<file path="src/rtl/hilo_div_sequencer_if.sv">
// ============================================================================
// Module      : hilo_div_sequencer_if
// Description : EX-stage DIV/MFHI/MFLO handshake and HI/LO result bundle.
// Revision    : 1.0 - initial release
// ============================================================================
`default_nettype none

interface hilo_div_sequencer_if #(
    parameter int WIDTH = 32
);
    logic             ex_valid;
    logic             ex_is_div;
    logic             ex_is_mfhi;
    logic             ex_is_mflo;
    logic [WIDTH-1:0] rs_val;
    logic [WIDTH-1:0] rt_val;
    logic             stall;
    logic             busy;
    logic [WIDTH-1:0] hi;
    logic [WIDTH-1:0] lo;
    logic [WIDTH-1:0] mf_data;

    modport master (
        output ex_valid, ex_is_div, ex_is_mfhi, ex_is_mflo, rs_val, rt_val,
        input  stall, busy, hi, lo, mf_data
    );

    modport slave (
        input  ex_valid, ex_is_div, ex_is_mfhi, ex_is_mflo, rs_val, rt_val,
        output stall, busy, hi, lo, mf_data
    );
endinterface

`default_nettype wire

</file>
<file path="src/rtl/hilo_div_sequencer.sv">
// ============================================================================
// Module      : hilo_div_sequencer
// Description : Multi-cycle signed restoring divider owning the HI/LO pair.
// Revision    : 1.0 - initial release
// ============================================================================
`default_nettype none

module hilo_div_sequencer #(
    parameter int WIDTH = 32,
    parameter int CNT_W = 6
) (
    input  logic                  clk,
    input  logic                  rst_n,
    hilo_div_sequencer_if.slave   bus
);

    localparam logic [1:0] c_IDLE  = 2'd0;
    localparam logic [1:0] c_BUSY  = 2'd1;
    localparam logic [1:0] c_FIXUP = 2'd2;

    logic [1:0]       r_state;
    logic [CNT_W-1:0] r_cnt;
    logic [WIDTH-1:0] r_rem;
    logic [WIDTH-1:0] r_quo;
    logic [WIDTH-1:0] r_dvs;
    logic [WIDTH-1:0] r_dvd_orig;
    logic [WIDTH-1:0] r_hi;
    logic [WIDTH-1:0] r_lo;
    logic             r_qsign;
    logic             r_rsign;
    logic             r_dz;

    logic             w_busy;
    logic             w_div_req;
    logic [WIDTH-1:0] w_rs_mag;
    logic [WIDTH-1:0] w_rt_mag;
    logic [WIDTH:0]   w_shift;
    logic [WIDTH:0]   w_diff;
    logic             w_borrow;
    logic [WIDTH-1:0] w_rem_next;
    logic [WIDTH-1:0] w_lo_res;
    logic [WIDTH-1:0] w_hi_res;

    assign w_busy    = (r_state != c_IDLE);
    assign w_div_req = bus.ex_valid & bus.ex_is_div;

    assign w_rs_mag = bus.rs_val[WIDTH-1] ? -bus.rs_val : bus.rs_val;
    assign w_rt_mag = bus.rt_val[WIDTH-1] ? -bus.rt_val : bus.rt_val;

    // Dividend bits stream out of the top of r_quo while quotient bits enter at the bottom.
    assign w_shift    = {r_rem, r_quo[WIDTH-1]};
    assign w_diff     = w_shift - {1'b0, r_dvs};
    assign w_borrow   = w_diff[WIDTH];
    assign w_rem_next = w_borrow ? w_shift[WIDTH-1:0] : w_diff[WIDTH-1:0];

    assign w_lo_res = r_dz ? {WIDTH{1'b1}} : (r_qsign ? -r_quo : r_quo);
    assign w_hi_res = r_dz ? r_dvd_orig    : (r_rsign ? -r_rem : r_rem);

    always_ff @(posedge clk) begin
        if (!rst_n) begin
            r_state    <= c_IDLE;
            r_cnt      <= '0;
            r_rem      <= '0;
            r_quo      <= '0;
            r_dvs      <= '0;
            r_dvd_orig <= '0;
            r_hi       <= '0;
            r_lo       <= '0;
            r_qsign    <= 1'b0;
            r_rsign    <= 1'b0;
            r_dz       <= 1'b0;
        end else begin
            case (r_state)
                c_IDLE: begin
                    if (w_div_req) begin
                        r_state    <= c_BUSY;
                        r_cnt      <= '0;
                        r_rem      <= '0;
                        r_quo      <= w_rs_mag;
                        r_dvs      <= w_rt_mag;
                        r_dvd_orig <= bus.rs_val;
                        r_qsign    <= bus.rs_val[WIDTH-1] ^ bus.rt_val[WIDTH-1];
                        r_rsign    <= bus.rs_val[WIDTH-1];
                        r_dz       <= (bus.rt_val == '0);
                    end
                end
                c_BUSY: begin
                    r_rem <= w_rem_next;
                    r_quo <= {r_quo[WIDTH-2:0], ~w_borrow};
                    r_cnt <= r_cnt + CNT_W'(1);
                    if (r_cnt == CNT_W'(WIDTH - 1)) begin
                        r_state <= c_FIXUP;
                    end
                end
                c_FIXUP: begin
                    r_hi    <= w_hi_res;
                    r_lo    <= w_lo_res;
                    r_state <= c_IDLE;
                end
                default: begin
                    r_state <= c_IDLE;
                end
            endcase
        end
    end

    assign bus.busy    = w_busy;
    assign bus.stall   = bus.ex_valid & w_busy & (bus.ex_is_div | bus.ex_is_mfhi | bus.ex_is_mflo);
    assign bus.hi      = r_hi;
    assign bus.lo      = r_lo;
    assign bus.mf_data = bus.ex_is_mfhi ? r_hi : r_lo;

endmodule

`default_nettype wire

</file>
<file path="src/flat_wrapper.sv">
// flat-port wrapper written by rule: the top's interface ports become plain ports
module hilo_div_sequencer_flat 
#(
    parameter int WIDTH = 32,
    parameter int CNT_W = 6
)
  (clk, rst_n, bus_ex_valid, bus_ex_is_div, bus_ex_is_mfhi, bus_ex_is_mflo, bus_rs_val, bus_rt_val, bus_stall, bus_busy, bus_hi, bus_lo, bus_mf_data);
  hilo_div_sequencer_if #(.WIDTH(WIDTH)) bus_i ();
  input  logic clk;
  input  logic rst_n;
  input wire logic [$bits(bus_i.ex_valid)-1:0] bus_ex_valid;
  input wire logic [$bits(bus_i.ex_is_div)-1:0] bus_ex_is_div;
  input wire logic [$bits(bus_i.ex_is_mfhi)-1:0] bus_ex_is_mfhi;
  input wire logic [$bits(bus_i.ex_is_mflo)-1:0] bus_ex_is_mflo;
  input wire logic [$bits(bus_i.rs_val)-1:0] bus_rs_val;
  input wire logic [$bits(bus_i.rt_val)-1:0] bus_rt_val;
  output wire logic [$bits(bus_i.stall)-1:0] bus_stall;
  output wire logic [$bits(bus_i.busy)-1:0] bus_busy;
  output wire logic [$bits(bus_i.hi)-1:0] bus_hi;
  output wire logic [$bits(bus_i.lo)-1:0] bus_lo;
  output wire logic [$bits(bus_i.mf_data)-1:0] bus_mf_data;
  assign bus_i.ex_valid = bus_ex_valid;
  assign bus_i.ex_is_div = bus_ex_is_div;
  assign bus_i.ex_is_mfhi = bus_ex_is_mfhi;
  assign bus_i.ex_is_mflo = bus_ex_is_mflo;
  assign bus_i.rs_val = bus_rs_val;
  assign bus_i.rt_val = bus_rt_val;
  assign bus_stall = bus_i.stall;
  assign bus_busy = bus_i.busy;
  assign bus_hi = bus_i.hi;
  assign bus_lo = bus_i.lo;
  assign bus_mf_data = bus_i.mf_data;
  hilo_div_sequencer #(.WIDTH(WIDTH), .CNT_W(CNT_W)) u_core (.clk(clk), .rst_n(rst_n), .bus(bus_i));
endmodule
</file>
<file path="config.mk">
export PLATFORM = sky130hd
export DESIGN_NAME = hilo_div_sequencer_flat
export DESIGN_NICKNAME = d
export VERILOG_FILES = /design/src/rtl/hilo_div_sequencer_if.sv /design/src/rtl/hilo_div_sequencer.sv /design/src/flat_wrapper.sv
export SDC_FILE = /design/constraint.sdc
export NUM_CORES = 1
export LEC_CHECK = 0
export BUFFER_PORTS_ARGS = -buffer_cell sky130_fd_sc_hd__buf_2
export CORE_MARGIN = 4
export CORE_UTILIZATION = 63
export CTS_CLUSTER_SIZE = 10
export DETAILED_ROUTE_END_ITERATION = 10
export GPL_ROUTABILITY_DRIVEN = 1
export GPL_TIMING_DRIVEN = 0
export PLACE_DENSITY = 0.9
export SLEW_MARGIN = 0
export SYNTH_ARGS = -nofsm -noshare
export SYNTH_HDL_FRONTEND = slang
export SYNTH_SLANG_ARGS = --single-unit
</file>
<file path="constraint.sdc">
create_clock -name clk -period 5.35 [get_ports clk]
set_input_delay 1.07 -clock clk [delete_from_list [all_inputs] [get_ports clk]]
set_output_delay 1.07 -clock clk [all_outputs]
set_load 0.005 [all_outputs]
</file>
==> results of run 1 <==
## per-stage QoR
stage               total power [mW]  hold slack (ns)
floorplan                       2.65            0.431
global placement                2.97            0.442
detailed placement              3.00            0.447
CTS                             4.40            0.455
global route                    4.62            0.467
finish                          4.43            0.453
## registers in the layout, indices dropped and copies added (netlist names)
name,count
u_core.bus.hi,32
u_core.r_dvs,32
u_core.r_cnt,6
u_core.r_dz,1
u_core.r_state,2
u_core.r_quo,32
u_core.r_dvd_orig,32
u_core.r_rem,32
u_core.bus.lo,32
u_core.r_qsign,1
## tightest hold or removal path, stage by stage (launching register included)
cell and delay [ns]:
dfxtp_1 0.30, nand2_1 0.05, a21oi_1 0.05
## cell families (layout without fill, tap and decap cells)
kind of cell | count (synthesis) | count (layout) | share of synthesized area, %
flops | 202 | 202 | 32.0
compound gates | 486 | 486 | 24.5
simple gates | 535 | 535 | 20.6
mux | 58 | 58 | 4.93
fa+ha+maj | 38 | 38 | 3.83
xor+xnor | 135 | 135 | 9.37
buf+inv | 156 | 351 | 4.73
## metal layers
layer	GRT usage, %	vias up
met2	60.2	650
met3	6.54	153
met4	15.7	2
li1	-	6151
met5	0	-
met1	41.5	5934
## cell type report
type	instances	area [um^2]
Multi-Input combinational cell	1252	7980
Fill cell	1530	5160
Sequential cell	202	4040
Timing Repair Buffer	166	831
Clock buffer	28	637
Buffer	107	413
Tap cell	265	332
Inverter	49	184
Clock inverter	1	7.51
## power by group
part           switching (mW)  internal (mW)  total [mW]
clock network           0.601          0.825        1.43
logic                   0.819          0.541        1.36
registers              0.0777           1.57        1.65
total                    1.50           2.93        4.43
## synth_stat cells, types with 13 or more instances
master and number:
inv_1 49, and3_1 13, nor2b_1 13, or4_1 17, o41ai_1 18, or3_1 15, dfxtp_1 202, a21boi_0 28
nand2b_1 16, nand2_1 251, o21ai_0 99, nor3_1 24, a211oi_1 30, mux2i_1 25, clkbuf_1 89, mux2_2 33
nand4_1 14, o211ai_1 21, ha_1 37, o21ai_1 34, a22oi_1 29, o31ai_1 27, xor2_1 83, a21oi_1 132
nand3_1 24, a21o_1 17, xnor2_1 52, nor2_1 86
## final timing paths
check	start	endpoint	slack, ns	depth (start not counted)
max	u_core.r_quo[31]	u_core.r_rem[30]	1.55	13
min	u_core.r_dvd_orig[11]	u_core.r_dvd_orig[11]	0.45	2
max reg2reg	u_core.r_quo[31]	u_core.r_rem[30]	1.55	13
min reg2reg	u_core.r_dvd_orig[11]	u_core.r_dvd_orig[11]	0.45	2
==> flow_summary_export.csv, run 1 <==
group,metric,value,unit
timing,finalHoldViolations,0,
floorplan,start_util,64.4,%
cells_and_area,insertedDiodeCount,0,
logic_synthesis,synthTopCellsByArea,"dfxtp_1 32%, nand2_1 7.5%, xor2_1 5.8%, a21oi_1 5.2%, o21ai_0 3.9%",
cells_and_area,mostFrequentLayoutCells,"251 x nand2_1, 202 x dfxtp_1, 172 x buf_2",
detailed_routing,dr_wl_met3,3560,um
global_routing,grt_pass1_vias,12263,
timing,fin_skew,0.0146,ns
setup_path,end_kind,"flop",
setup_path,cp.required,5.78,ns
logic_synthesis,yosysWarnings,0,
clocking,clock-sinks,202,
clocking,post_cts_resize_count,0,
floorplan,fp.dieH,150,um
logic_synthesis,mappedNetlistArea,12600,um^2
cells_and_area,finalNonFillerCells,2070,
min_path,min_path_type,"flop to flop",
clocking,clockBufferDepth,3,
detailed_routing,via_count,12890,
timing,tns,0,ns
cells_and_area,finalInstanceArea,14400,um^2
detailed_routing,drc,0,
global_routing,grt_max_degree,12,
setup_path,timing.critical_path.buf_inv,3,
setup_path,path_common_cell,"o211ai_1",
setup_path,crit_path_cell_trace,"inv_1 > ha_1 > fa_1 > nand2b_1 > a21o_1 > a21o_1 > a21oi_1 > o211ai_1 > a211oi_2 > buf_4 > buf_2 > o211ai_1 > o211ai_1",
logic_synthesis,ys_ff_latch,202,
floorplan,core,19600,um^2
power_and_ir_drop,powerDensity,307,nW/um^2
flow_run,drv_cap,0,
placement,pre_cts_slack,1.60,ns
placement,portBuffers,166,
global_routing,grt_pass1_wl,62500,um
floorplan,core.rowCount,51,
logic_synthesis,seq_area_frac_synth,32.0,%
placement,dpl.hpwl,30500,um
logic_synthesis,async_reset_ff_share,0,%
clocking,clockRootBuffer,"clkbuf_16",
clocking,clk_pin_slew,0.05,ns
setup_path,cp_slowest_cell,"a21oi_1",
logic_synthesis,synth_cell_types,76,
clocking,worstSkewPairLatency,0.51,ns
clocking,htree_levels,1,
cells_and_area,nets,1910,
detailed_routing,wl_per_cell,19.3,um
logic_synthesis,synth_edf_count,0,
timing,fin_crit,3.80,ns
clocking,cts_buffers,24,
timing,worstMarginPinSlew,1.14,ns
placement,placed_cell_area,13800,um^2
cells_and_area,final_common_cell,"nand2_1",
global_routing,grt.total_usage,34.6,%
setup_path,start_kind,"flop",
logic_synthesis,synth_ff_type,"dfxtp_1",
floorplan,die_x,150,um
cells_and_area,post-route-util,73.6,%
detailed_routing,drt_iter0_markers,1189,
detailed_routing,ant_nets,0,
detailed_routing,top_layer_used,"met5",
timing,rsz0062_at_grt,"no",
timing,period_share,71.0,%
global_routing,overflow,0,
setup_path,slowest_delay,0.56,ns
run_status,outcome,"finished clean",
detailed_routing,drt_first_pass_iters,6,
logic_synthesis,synth_nets,1718,
detailed_routing,routed_via_density,6.23,
placement,gp_congestion,0.945,
detailed_routing,met2WireLength,19100,um
clocking,cts_tree,"done",
timing,setup_viol_count_final,0,
setup_path,crit_arrival,4.22,ns
floorplan,ioPinCount,168,
global_routing,antenna_found_initial,1,
setup_path,path_delay_family,"compound AO/OA/AOI/OAI gates",
logic_synthesis,synth_top_cell_area_share,32.0,%
detailed_routing,wl_met1,15500,um
logic_synthesis,syn_avg_cell_area,7.84,um^2
logic_synthesis,postSynthCellCount,1610,
timing,fmax,0.263,GHz
logic_synthesis,yosysTopAreaCell,"dfxtp_1",
floorplan,dieArea,22400,um^2
cells_and_area,drive_gt1_share,14.0,%
timing,maxSlewHeadroom,21.9,%
detailed_routing,wl,40000,um
clocking,cts_setup_buffers,0,
clocking,ctsHoldBuffers,0,
setup_path,path_max_fanout,10,
cells_and_area,syn_to_final_growth,14.3,%
timing,timing.final.ws_setup,1.55,ns
placement,dpl.cell_count,2041,
setup_path,critPathKind,"flop to flop",
timing,finalMaxSlewViolations,0,
power_and_ir_drop,ir_worst_vdd,0.182,mV
power_and_ir_drop,leakage,5.87,nW
No activity file was read; power rests on OpenSTA's default activity.
==> inputs of run 2 (changes only) <==
--- a/config.mk
+++ b/config.mk
@@ -7,12 +7,12 @@
 export LEC_CHECK = 0
 export BUFFER_PORTS_ARGS = -buffer_cell sky130_fd_sc_hd__buf_2
 export CORE_MARGIN = 4
-export CORE_UTILIZATION = 63
+export CORE_UTILIZATION = 53
 export CTS_CLUSTER_SIZE = 10
 export DETAILED_ROUTE_END_ITERATION = 10
 export GPL_ROUTABILITY_DRIVEN = 1
 export GPL_TIMING_DRIVEN = 0
-export PLACE_DENSITY = 0.9
+export PLACE_DENSITY = 0.81
 export SLEW_MARGIN = 0
 export SYNTH_ARGS = -nofsm -noshare
 export SYNTH_HDL_FRONTEND = slang
==> constraint.sdc (replaced) <==
create_clock -name clk -period 3.4 [get_ports clk]
set_input_delay 0.68 -clock clk [delete_from_list [all_inputs] [get_ports clk]]
set_output_delay 0.68 -clock clk [all_outputs]
set_load 0.005 [all_outputs]
==> flow_summary_export.csv, run 2 (synthesis results as in run 1) <==
group,metric,value,unit
run_status,outcome,"finished clean",
cells_and_area,finalInstanceArea,14600,um^2
min_path,holdCritStartpoint,"bus_rs_val[9]",
clocking,ctsHoldBuffers,0,
cells_and_area,drive_gt1_share,14.3,%
power_and_ir_drop,leakage,5.91,nW
timing,fin_skew,0.0176,ns
timing,period_share,94.4,%
detailed_routing,wl,39200,um
setup_path,crit_path_cell_trace,"inv_1 > ha_1 > fa_1 > nand2b_1 > a21o_1 > a21o_1 > a21oi_4 > o211ai_1 > a211oi_2 > buf_4 > buf_2 > a2bb2oi_1 > o21ai_1",
global_routing,grt_pass1_wl,61200,um
timing,finalHoldViolations,0,
cells_and_area,nets,1912,
global_routing,grt_pass1_vias,12154,
floorplan,core,23500,um^2
clocking,htree_levels,1,
detailed_routing,via_count,12691,
timing,fin_crit,3.21,ns
floorplan,core.rowCount,56,
setup_path,start_kind,"flop",
power_and_ir_drop,power.share.sequential,36.0,%
floorplan,ioPinCount,168,
power_and_ir_drop,power,7.20,mW
placement,dpl.hpwl,30300,um
clocking,clock-sinks,202,
setup_path,cp.required,3.80,ns
cells_and_area,post-route-util,62.2,%
timing,worstMarginPinSlew,0.942,ns
setup_path,critPathKind,"flop to flop",
min_path,holdPathEnd,"u_core.r_dvd_orig[9]",
placement,placed_cell_area,13900,um^2
cells_and_area,syn_to_final_growth,15.7,%
min_path,min_path_type,"input pin to flop",
clocking,worstSkewPairLatency,0.52,ns
min_path,hold-path-cell-count,3,
floorplan,start_util,53.8,%
timing,fmax,0.312,GHz
power_and_ir_drop,powerDensity,493,nW/um^2
clocking,cts_tree,"done",
setup_path,slowest_delay,0.38,ns
timing,setup_viol_count_final,0,
floorplan,dieArea,26300,um^2
global_routing,antenna_found_initial,1,
flow_run,drv_cap,0,
setup_path,crit_arrival,3.61,ns
setup_path,r2r_cells,13,
cells_and_area,finalNonFillerCells,2130,
setup_path,path_delay_family,"compound AO/OA/AOI/OAI gates",
power_and_ir_drop,switching_share,32.9,%
detailed_routing,routed_via_density,5.96,
setup_path,r2r_slack,0.19,ns
detailed_routing,drc,0,
cells_and_area,mostFrequentLayoutCells,"251 x nand2_1, 202 x dfxtp_1, 170 x buf_2",
cells_and_area,final_common_cell,"nand2_1",
placement,gp_congestion,0.942,
global_routing,grt.total_usage,28.3,%
power_and_ir_drop,ir_worst_vdd,0.355,mV
power_and_ir_drop,p_comb_share,30.0,%
cells_and_area,n_fill_cell,2086,
timing,maxSlewHeadroom,37.2,%
detailed_routing,wl_per_cell,18.4,um
power_and_ir_drop,internal_power,4.83,mW
placement,pre_cts_slack,-0.140,ns
global_routing,grt_max_degree,12,
timing,hold_ws,0.449,ns
floorplan,fp.dieH,162,um
setup_path,end_kind,"flop",
setup_path,cp_slowest_cell,"fa_1",
global_routing,overflow,0,
setup_path,path_common_cell,"a21o_1",
setup_path,timing.critical_path.buf_inv,3,
clocking,clockBufferDepth,3,
timing,finalMaxSlewViolations,0,
timing,rsz0062_at_grt,"no",
timing,tns,0,ns
placement,portBuffers,166,
power_and_ir_drop,p_sw,2.37,mW
cells_and_area,insertedDiodeCount,0,
setup_path,r2r-end,"u_core.r_rem[27]",
timing,timing.final.ws_setup,0.192,ns
clocking,clockRootBuffer,"clkbuf_16",
detailed_routing,ant_nets,0,
clocking,cts_buffers,25,
setup_path,path_max_fanout,10,
detailed_routing,drt_first_pass_iters,6,
setup_path,r2r-start,"u_core.r_quo[31]",
power_and_ir_drop,power_frac_clock,34.0,%
floorplan,die_x,162,um
clocking,clk_pin_slew,0.06,ns
detailed_routing,drt_iter0_markers,1138,
placement,dpl.cell_count,2095,
## run 2: changes by cell type in the layout (fill, tap and decap cells not counted), sizes merged
| cell | before | now |
|---|---|---|
| bufinv | 0 | 2 |
| clkbuf | 117 | 121 |
| clkinv | 0 | 1 |
| clkinvlp | 1 | 0 |
## run 2: area by class of cell
class                           count  area, um^2  area share (%)
Timing Repair Buffer              168         846            5.79
Clock buffer                       31         658            4.51
Tap cell                          319         399            2.73
Inverter                           49         184            1.26
Multi-Input combinational cell   1252        8000            54.7
Buffer                            106         414            2.84
Sequential cell                   202        4040            27.7
Clock inverter                      3        65.1           0.445
## run 2: layer usage
metal	GRT usage [%]	vias up	wire, um
met5	0	-	20
met4	10.6	2	1310
met3	4.49	105	3440
met2	48.8	555	18400
met1	35.8	5887	16000
li1	-	6142	-
## run 2: worst max-delay path by stage
stage               slack (ns)  cells after the start                to        startpoint
CTS                     0.0007                     13  u_core.r_rem[28]  u_core.r_quo[31]
detailed placement       -0.14                     13  u_core.r_rem[28]  u_core.r_quo[31]
global route              0.03                     13  u_core.r_rem[12]  u_core.r_quo[31]
floorplan                 0.49                     13  u_core.r_rem[25]  u_core.r_quo[31]
finish                    0.19                     13  u_core.r_rem[27]  u_core.r_quo[31]
global placement         -0.09                     13  u_core.r_rem[28]  u_core.r_quo[31]
## run 2: power by group through the flow
stage                     Combinational (mW)  Sequential, mW  Clock [mW]
after CTS                               2.09            2.59        2.45
after detailed placement                2.07            2.64           0
final                                   2.16            2.59        2.45
after global placement                  2.04            2.63           0
after global routing                    2.35            2.60        2.57
after floorplan                         1.58            2.60           0
## run 2: worst reg2reg max path, stage by stage, from the launching register on
cell       delay [ns]
dfxtp_1          0.34
inv_1            0.13
ha_1             0.24
fa_1             0.38
nand2b_1         0.20
a21o_1           0.21
a21o_1           0.21
a21oi_4          0.23
o211ai_1         0.15
a211oi_2         0.25
buf_4            0.17
buf_2            0.26
a2bb2oi_1        0.21
o21ai_1          0.10
## run 2: timing repair
item                       4_1_cts  5_1_grt
pin swaps                        0        1
setup endpoints to repair       25       24
gates cloned                     0        0
hold endpoints to repair         0        0
setup buffers                    0        2
gates resized for setup          1        5
==> inputs of run 3 (changes only) <==
--- a/config.mk
+++ b/config.mk
@@ -5,14 +5,15 @@
 export SDC_FILE = /design/constraint.sdc
 export NUM_CORES = 1
 export LEC_CHECK = 0
+export ABC_AREA = 1
 export BUFFER_PORTS_ARGS = -buffer_cell sky130_fd_sc_hd__buf_2
 export CORE_MARGIN = 4
-export CORE_UTILIZATION = 53
+export CORE_UTILIZATION = 54
 export CTS_CLUSTER_SIZE = 10
 export DETAILED_ROUTE_END_ITERATION = 10
 export GPL_ROUTABILITY_DRIVEN = 1
 export GPL_TIMING_DRIVEN = 0
-export PLACE_DENSITY = 0.81
+export PLACE_DENSITY = 0.82
 export SLEW_MARGIN = 0
 export SYNTH_ARGS = -nofsm -noshare
 export SYNTH_HDL_FRONTEND = slang
==> constraint.sdc (replaced) <==
create_clock -name clk -period 2.67 [get_ports clk]
set_input_delay 0.534 -clock clk [delete_from_list [all_inputs] [get_ports clk]]
set_output_delay 0.534 -clock clk [all_outputs]
set_load 0.005 [all_outputs]
==> flow_summary_export.csv, run 3 <==
group,metric,value,unit
power_and_ir_drop,powerDensity,783,nW/um^2
setup_path,crit_arrival,2.95,ns
timing,worstMarginPinSlew,0.845,ns
detailed_routing,via_count,17144,
clocking,cts_buffers,26,
timing,fin_skew,0.0290,ns
clocking,clockBufferDepth,3,
setup_path,slowest_delay,0.40,ns
logic_synthesis,async_reset_ff_share,0,%
timing,tns,0,ns
logic_synthesis,synthTopCellsByArea,"dfxtp_1 28%, nand2_1 16%, inv_1 8.9%, a21oi_1 5.8%, nor2_1 5.6%",
logic_synthesis,synth_top_cell_area_share,27.8,%
cells_and_area,final_common_cell,"nand2_1",
power_and_ir_drop,leakage,8.27,nW
logic_synthesis,synth.most_common_cell,"nand2_1",
placement,pre_cts_slack,0.0454,ns
global_routing,overflow,0,
clocking,post_cts_resize_count,0,
global_routing,grt_max_degree,14,
setup_path,path_delay_family,"simple AND/OR/NAND/NOR gates",
flow_run,drv_cap,0,
setup_path,timing.critical_path.buf_inv,2,
logic_synthesis,yosysWarnings,0,
timing,finalHoldViolations,0,
clocking,clockRootBuffer,"clkbuf_16",
setup_path,start_kind,"flop",
placement,gp_congestion,1.05,
setup_path,path_common_cell,"nand2_1",
setup_path,cp.required,3.06,ns
floorplan,core.rowCount,59,
run_status,outcome,"finished clean",
detailed_routing,routed_via_density,5.86,
power_and_ir_drop,ir_worst_vdd,0.457,mV
detailed_routing,drt_iter0_markers,2432,
placement,portBuffers,165,
setup_path,cp_slowest_cell,"fa_1",
floorplan,die_x,172,um
setup_path,path_max_fanout,9,
detailed_routing,wl_per_cell,19.2,um
detailed_routing,drt_first_pass_iters,9,
detailed_routing,drc,0,
timing,rsz0062_at_grt,"no",
timing,setup_viol_count_final,0,
logic_synthesis,postSynthCellCount,2386,
timing,timing.final.ws_setup,0.111,ns
clocking,clock-sinks,202,
logic_synthesis,synth_common_cells,"640 x nand2_1, 347 x inv_1, 218 x nor2_1",
global_routing,grt.total_usage,36.3,%
logic_synthesis,seq_area_frac_synth,27.8,%
clocking,clk_pin_slew,0.06,ns
global_routing,antenna_found_initial,0,
setup_path,crit_path_cell_trace,"inv_2 > ha_1 > fa_1 > inv_1 > nand2_1 > nand2_1 > nand3_1 > nand2_2 > nand2_2 > nand2_4 > nand2_4 > nand2_4 > nand2_2 > nand3_4 > nand2_1 > nand2_1 > a21oi_1",
floorplan,start_util,55.4,%
cells_and_area,mostFrequentLayoutCells,"640 x nand2_1, 346 x inv_1, 218 x nor2_1",
clocking,worstSkewPairLatency,0.55,ns
cells_and_area,insertedDiodeCount,0,
timing,maxSlewHeadroom,43.7,%
clocking,htree_levels,1,
cells_and_area,post-route-util,63.1,%
timing,period_share,95.9,%
logic_synthesis,mappedNetlistArea,14600,um^2
clocking,ctsHoldBuffers,0,
setup_path,end_kind,"flop",
cells_and_area,drive_gt1_share,12.8,%
timing,fmax,0.391,GHz
floorplan,core,26300,um^2
timing,finalMaxSlewViolations,0,
floorplan,dieArea,29700,um^2
timing,fin_crit,2.56,ns
logic_synthesis,ys_ff_latch,202,
global_routing,grt_pass1_wl,84300,um
clocking,cts_tree,"done",
power_and_ir_drop,power,13.0,mW
setup_path,critPathKind,"flop to flop",
floorplan,fp.dieH,172,um
logic_synthesis,synth_ff_type,"dfxtp_1",
logic_synthesis,syn_avg_cell_area,6.10,um^2
logic_synthesis,synth_cell_types,49,
floorplan,ioPinCount,168,
detailed_routing,wl,56000,um
global_routing,grt_pass1_vias,15353,
cells_and_area,nets,2687,
clocking,cts_setup_buffers,0,
detailed_routing,ant_nets,0,
min_path,min_path_type,"input pin to flop",
logic_synthesis,synth_nets,2494,
placement,dpl.hpwl,45100,um
logic_synthesis,yosysTopAreaCell,"dfxtp_1",
cells_and_area,syn_to_final_growth,13.9,%
logic_synthesis,synth_edf_count,0,
setup_path,r2r_slack,0.11,ns
[run 3: cell count changes after synthesis, moves of 38 or more]
| cell | delta |
|---|---|
| nand2_1 | +389 |
| inv_1 | +298 |
| nor2_1 | +132 |
| nand3_1 | +131 |
| xor2_1 | -45 |
| o21ai_0 | +38 |
[run 3: metrics by stage]
step                area, um^2  cells  hold WS [ns]
floorplan                14600   2386         0.423
global placement         15800   2886         0.434
detailed placement       15800   2886         0.444
CTS                      16600   2924         0.274
global route             16600   2924         0.310
finish                   16600   2924         0.279
[run 3: worst reg2reg max path: stages (launching register included)]
cell and delay (ns):
dfxtp_1 0.32, inv_2 0.08, ha_1 0.21, fa_1 0.41
inv_1 0.09, nand2_1 0.06, nand2_1 0.11, nand3_1 0.10
nand2_2 0.12, nand2_2 0.07, nand2_4 0.08, nand2_4 0.08
nand2_4 0.08, nand2_2 0.15, nand3_4 0.16, nand2_1 0.07
nand2_1 0.14, a21oi_1 0.08
[run 3: logic make-up after synthesis]
| kind of cell | after synthesis | synth area share (%) |
|---|---|---|
| flops | 202 | 27.8 |
| compound gates | 453 | 18.2 |
| buf+inv | 468 | 12.3 |
| xor+xnor | 60 | 3.61 |
| fa+ha+maj | 38 | 3.32 |
| simple gates | 1165 | 34.8 |
[run 3: layout make-up]
class / instances / area [um^2]
Timing Repair Buffer: 165 / 826
Fill cell: 2516 / 9690
Clock inverter: 5 / 42.5
Buffer: 101 / 428
Clock buffer: 33 / 707
Tap cell: 335 / 419
Multi-Input combinational cell: 1716 / 8740
Inverter: 367 / 1380
Sequential cell: 202 / 4040
[run 3: worst paths after layout]
kind              depth (start not counted)                  start                    end
setup reg to reg                         17       u_core.r_quo[31]       u_core.r_rem[31]
setup / recovery                         17       u_core.r_quo[31]       u_core.r_rem[31]
hold reg to reg                           2  u_core.r_dvd_orig[18]  u_core.r_dvd_orig[18]
hold / removal                            3          bus_rt_val[0]        u_core.r_dvs[0]
[run 3: layer usage]
| layer | wire length (um) | share of wire, % | vias to the layer above | track usage [%] |
|---|---|---|---|---|
| li1 | - | - | 8083 | - |
| met3 | 7420 | 13 | 138 | 7.80 |
| met1 | 23000 | 41 | 7792 | 51.7 |
| met4 | 2030 | 3.6 | 0 | 11.4 |
| met2 | 23600 | 42 | 1131 | 55.2 |
| met5 | 0 | 0 | - | 0 |
[run 3: power by group]
group	leakage [nW]	total, mW	switching [mW]	internal (mW)
sequential	1.64	3.41	0.212	3.19
combinational	6.27	6.40	4.36	2.04
clock	0.366	3.18	1.34	1.84
